[src/rtl/s2_t21_if.sv]
// Vital-signs bus for s2_t21: sensor readings, static thresholds, the
// worn qualifier and the two registered results.
// All 8-bit fields are declared [0:7] so that bit [0] is the MSB.
// There is no valid/ready handshake on this bus. X is a level qualifier
// sampled every clock together with the readings, and D/E are
// unconditionally valid one clock after the edge that sampled them.
interface s2_t21_if;
   logic [0:7] A;   // SpO2 reading
   logic [0:7] B;   // heart-rate reading
   logic [0:7] C;   // temperature excess code
   logic [0:7] F1;  // heart-rate low limit
   logic [0:7] F2;  // SpO2 target
   logic [0:7] F3;  // heart-rate high limit
   logic [0:7] F4;  // temperature-excess limit
   logic       X;   // ring worn / readings valid
   logic [0:7] D;   // oxygen delivery amount
   logic       E;   // emergency flag

   modport master (output A, B, C, F1, F2, F3, F4, X, input D, E);
   modport slave  (input A, B, C, F1, F2, F3, F4, X, output D, E);
endinterface

[src/rtl/s2_t21.sv]
// s2_t21: vital-signs monitor. Compares SpO2, heart rate and temperature
// excess against static thresholds and registers an oxygen delivery amount
// (D) and an emergency flag (E) one clock after sampling.
// Optional feature macro: S2_T21_PERSIST_EN -- E only asserts once the
// abnormal condition has been seen on 4 consecutive samples.
module s2_t21 (
   input  logic     clk,
   input  logic     rst_n,
   s2_t21_if.slave  bus
);

   logic       sa;     // SpO2 below target
   logic       ha;     // heart rate outside [F1, F3]
   logic       ta;     // temperature excess above limit
   logic       ab;     // qualified abnormal condition
   logic [0:7] d_nxt;
   logic       e_nxt;

`ifdef S2_T21_PERSIST_EN
   logic [1:0] cnt;     // consecutive abnormal samples, saturating at 3
   logic [1:0] cnt_nxt;
`endif

   // Threshold comparisons and next-output computation; all unsigned 8-bit.
   always_comb begin
      sa    = bus.A < bus.F2;
      ha    = (bus.B < bus.F1) || (bus.B > bus.F3);
      ta    = bus.C > bus.F4;
      ab    = bus.X && (sa || ha || ta);
      d_nxt = 8'h00;
      if (bus.X && sa) begin
         // A < F2 here, so the difference cannot wrap.
         d_nxt = bus.F2 - bus.A;
      end
`ifdef S2_T21_PERSIST_EN
      // Count runs of ab; any clear sample (including X=0) restarts the run.
      cnt_nxt = 2'd0;
      if (ab) begin
         cnt_nxt = (cnt == 2'd3) ? 2'd3 : cnt + 2'd1;
      end
      // Fourth consecutive abnormal sample is the one seen with cnt at 3.
      e_nxt = ab && (cnt == 2'd3);
`else
      e_nxt = ab;
`endif
   end

   // Output registers; reset clears outputs immediately.
   always_ff @(posedge clk or negedge rst_n) begin
      if (!rst_n) begin
         bus.D <= 8'h00;
         bus.E <= 1'b0;
      end else begin
         bus.D <= d_nxt;
         bus.E <= e_nxt;
      end
   end

`ifdef S2_T21_PERSIST_EN
   // Persistence counter; reset discards any partial run.
   always_ff @(posedge clk or negedge rst_n) begin
      if (!rst_n) begin
         cnt <= 2'd0;
      end else begin
         cnt <= cnt_nxt;
      end
   end
`endif

endmodule

[src/flat_wrapper.sv]
// flat-port wrapper written by rule: the top's interface ports become plain ports
module s2_t21_flat 
  (clk, rst_n, bus_A, bus_B, bus_C, bus_F1, bus_F2, bus_F3, bus_F4, bus_X, bus_D, bus_E);
  s2_t21_if bus_i ();
  input  logic clk;
  input  logic rst_n;
  input wire logic [$bits(bus_i.A)-1:0] bus_A;
  input wire logic [$bits(bus_i.B)-1:0] bus_B;
  input wire logic [$bits(bus_i.C)-1:0] bus_C;
  input wire logic [$bits(bus_i.F1)-1:0] bus_F1;
  input wire logic [$bits(bus_i.F2)-1:0] bus_F2;
  input wire logic [$bits(bus_i.F3)-1:0] bus_F3;
  input wire logic [$bits(bus_i.F4)-1:0] bus_F4;
  input wire logic [$bits(bus_i.X)-1:0] bus_X;
  output wire logic [$bits(bus_i.D)-1:0] bus_D;
  output wire logic [$bits(bus_i.E)-1:0] bus_E;
  assign bus_i.A = bus_A;
  assign bus_i.B = bus_B;
  assign bus_i.C = bus_C;
  assign bus_i.F1 = bus_F1;
  assign bus_i.F2 = bus_F2;
  assign bus_i.F3 = bus_F3;
  assign bus_i.F4 = bus_F4;
  assign bus_i.X = bus_X;
  assign bus_D = bus_i.D;
  assign bus_E = bus_i.E;
  s2_t21 u_core (.clk(clk), .rst_n(rst_n), .bus(bus_i));
endmodule
[config.mk]
export PLATFORM = sky130hd
export DESIGN_NAME = s2_t21_flat
export DESIGN_NICKNAME = d
export VERILOG_FILES = /design/src/rtl/s2_t21_if.sv /design/src/rtl/s2_t21.sv /design/src/flat_wrapper.sv
export SDC_FILE = /design/constraint.sdc
export NUM_CORES = 1
export LEC_CHECK = 0
export CAP_MARGIN = 20
export CORE_MARGIN = 2
export CORE_UTILIZATION = 25
export CTS_BUF_LIST = sky130_fd_sc_hd__clkbuf_2
export DETAILED_ROUTE_END_ITERATION = 6
export HOLD_SLACK_MARGIN = 0.15
export PLACE_DENSITY_LB_ADDON = 0.15
export SLEW_MARGIN = 20
export SYNTH_ARGS = -nofsm -noshare
export SYNTH_HDL_FRONTEND = slang
export SYNTH_SLANG_ARGS = --single-unit
[constraint.sdc]
create_clock -name clk -period 0.8 [get_ports clk]
set_clock_uncertainty 0.05 [all_clocks]
set_input_delay 0.08 -clock clk [delete_from_list [all_inputs] [get_ports clk]]
set_output_delay 0.08 -clock clk [all_outputs]
set_load 0.05 [all_outputs]
==> flow_summary.yaml <==
detailed_routing:
  dr.first_iter.drc_count: 43
  drc_errors: 0
  wl_per_cell_um: 11.6
  dr.pass1.iters: 4
  viasPerCell: 4.58
  via_count: 1410
  drt-total-wl_um: 3580
  postRouteAntennaNets: 0
floorplan:
  std_cell_rows: 25
  die_x_um: 73.7
  coreArea_mm2: 0.00469
  dieArea_mm2: 0.00543
  die_h_um: 73.7
  io_pins: 68
  initial_utilization: 0.259
layout:
  diodes: 0
  nNetsFinal: 346
  area_delta_synth_final_pct: 123
  nFillCells: 440
  drive_above_1_share: 0.598
sta:
  setup_ws_ns: -0.505
  worstMarginPinSlew_ns: 0.263
  hold-worst-slack_ns: 0.0798
  fmax_mhz: 766
  timing.setup.tns_ns: -5.59
  rsz0062_at_grt: "true"
  timing.final.crit_share: 1.63
  timing.final.hold_violations: 0
  finalSetupViolCount: 18
  max_slew_margin: 0.824
  finalCriticalPeriod_ns: 1.31
  slew_violations: 0
placed_design:
  hpwl_um: 2780
  portBuffers: 67
  place_congestion: 0.730
power_and_ir_drop:
  irDropWorstVdd_mv: 0.323
  leakage_uw: 0.00125
  p_per_area_mw_per_mm2: 899
critical_path:
  worst_ep_arrival_time_ns: 1.42
  end_kind: "flip-flop"
  start_kind: "input port"
  crit_fanout: 5
  cp.required_ns: 0.91
  critPathKind: "input port to flip-flop"
outcome:
  violations: "negative setup slack"
  status: "complete, but fails checks"
global_route:
  grtUsageTotal: 0.140
  grt_pass1_vias: 1479
  grt_max_degree: 10
  overflow: 0
  grt_pass1_wl_um: 6020
  antenna_found_initial: 0
clocking:
  tritoncts: "yes"
  clkSinkCount: 9
  numCtsBuffers: 3
  clockBufferDepth: 2
  cts-htree-levels: 1
  clk_pin_slew_ns: 0.10
  clock-root-buffer: "clkbuf_2"
synthesis:
  async_flop_share: 1.00
  synth_nets: 241
  synth_edf_count: 0
  syn_inst: 150
  ys_ff_latch: 9
  synth_ff_type: "dfrtp_1"
  netlist_area_mm2: 0.00121
  netlist-cell-type-count: 31
  ys.warnings.count: 0
  ys_seq_area_frac: 0.185
  syn_avg_cell_area_um2: 8.10
job:
  drv_cap: 0
hold_path:
  hold_path_class: "input port to asynchronous set/reset pin"
-- power breakdown --
group / leakage, uW / internal [uW] / switching (uW) / total (uW)
Clock: 0.0000166 / 133 / 178 / 311
Sequential: 0.000120 / 491 / 31.6 / 522
Combinational: 0.00111 / 888 / 716 / 1600
Total: 0.00125 / 1510 / 926 / 2440
-- routing by layer --
layer | up-vias | global-route usage | part of all wire
met3 | 5 | 0.0206 | 0.052
met2 | 45 | 0.272 | 0.54
met5 | - | 0 | 0
met1 | 634 | 0.160 | 0.40
li1 | 726 | - | -
met4 | 0 | 0.0242 | 0.0064
-- worst paths after layout --
kind	from	to	slack, ns
worst max-delay path	bus_F2[0]	u_core.bus.D[1]	-0.51
max in group asynchronous	rst_n	u_core.bus.D[0]	0.52
worst min-delay path	rst_n	u_core.bus.D[3]	0.08
min in group clk	bus_A[0]	u_core.bus.D[7]	0.11
-- timing repair --
item | in CTS | in global routing
hold endpoints to repair | 10 | 10
resized for setup | 197 | 9
setup buffers | 8 | 2
gates cloned | 0 | 0
pin swaps | 57 | 8
setup endpoints to repair | 18 | 18
-- layout make-up --
cell class	instances	area [um2]	area share
Inverter	37	149	0.0549
Timing Repair Buffer	100	930	0.343
Tap cell	54	67.6	0.0249
Clock buffer	4	20.0	0.00739
Sequential cell	9	225	0.0831
Multi-Input combinational cell	104	1320	0.487
-- cells by family (layout without fill, tap and decap cells) --
kind of cell	Yosys count	count (layout)	synth area share
xor gates and xnor gates	2	2	0.0144
buffers and inverters	37	141	0.114
AOI/OAI and AO/OA	39	39	0.219
DFF	9	9	0.185
adders and majority gates	32	32	0.336
and+or+nand+nor	31	31	0.131
-- stage by stage --
stage                     cells  setup slack, ns  area [um2]   util  total power, uW
after detailed placement    295            -1.38        2280  0.486             1830
after global routing        308           -0.574        2710  0.578             2620
after floorplan             150           -0.654        1260      -             1110
after CTS                   306           -0.515        2690  0.574             2410
final                       308           -0.505        2710  0.578             2440
after global placement      295            -1.28        2280  0.486             1810
-- cell usage in the layout (no fill, tap or decap), drive strengths merged, types with 5 or more instances in the layout --
cell type,n
ha,31
a21oi,14
o21ai,9
buf,57
clkbuf,7
nand2,5
nor2,7
nand4,7
inv,37
dlygate4sd2,33
dfrtp,9
-- state kept, by name (all words and copies together) (netlist names) --
| name | flops |
|---|---|
| u_core.bus.D | 8 |
| u_core.bus.E | 1 |
-- cell usage after synthesis (2+ instances only) --
| library cell | count | share of area |
|---|---|---|
| a21oi_1 | 12 | 0.049 |
| a21oi_2 | 2 | 0.014 |
| dfrtp_1 | 9 | 0.19 |
| ha_1 | 31 | 0.32 |
| inv_1 | 37 | 0.11 |
| nand2_1 | 5 | 0.015 |
| nand2b_1 | 2 | 0.010 |
| nand4_1 | 7 | 0.036 |
| nor2_1 | 7 | 0.022 |
| nor2b_1 | 3 | 0.015 |
| nor3_1 | 4 | 0.016 |
| o21a_1 | 3 | 0.019 |
| o21ai_0 | 9 | 0.037 |
| xnor2_1 | 2 | 0.014 |
-- critical path: stages --
cell and delay (ns):
buf_8 0.08, inv_8 0.03, ha_4 0.15, inv_2 0.05, fa_2 0.22, nand3_4 0.09
nand2_4 0.09, nand2b_4 0.05, a211o_4 0.36, a311oi_2 0.21
Power figures use the tool's default switching activity.
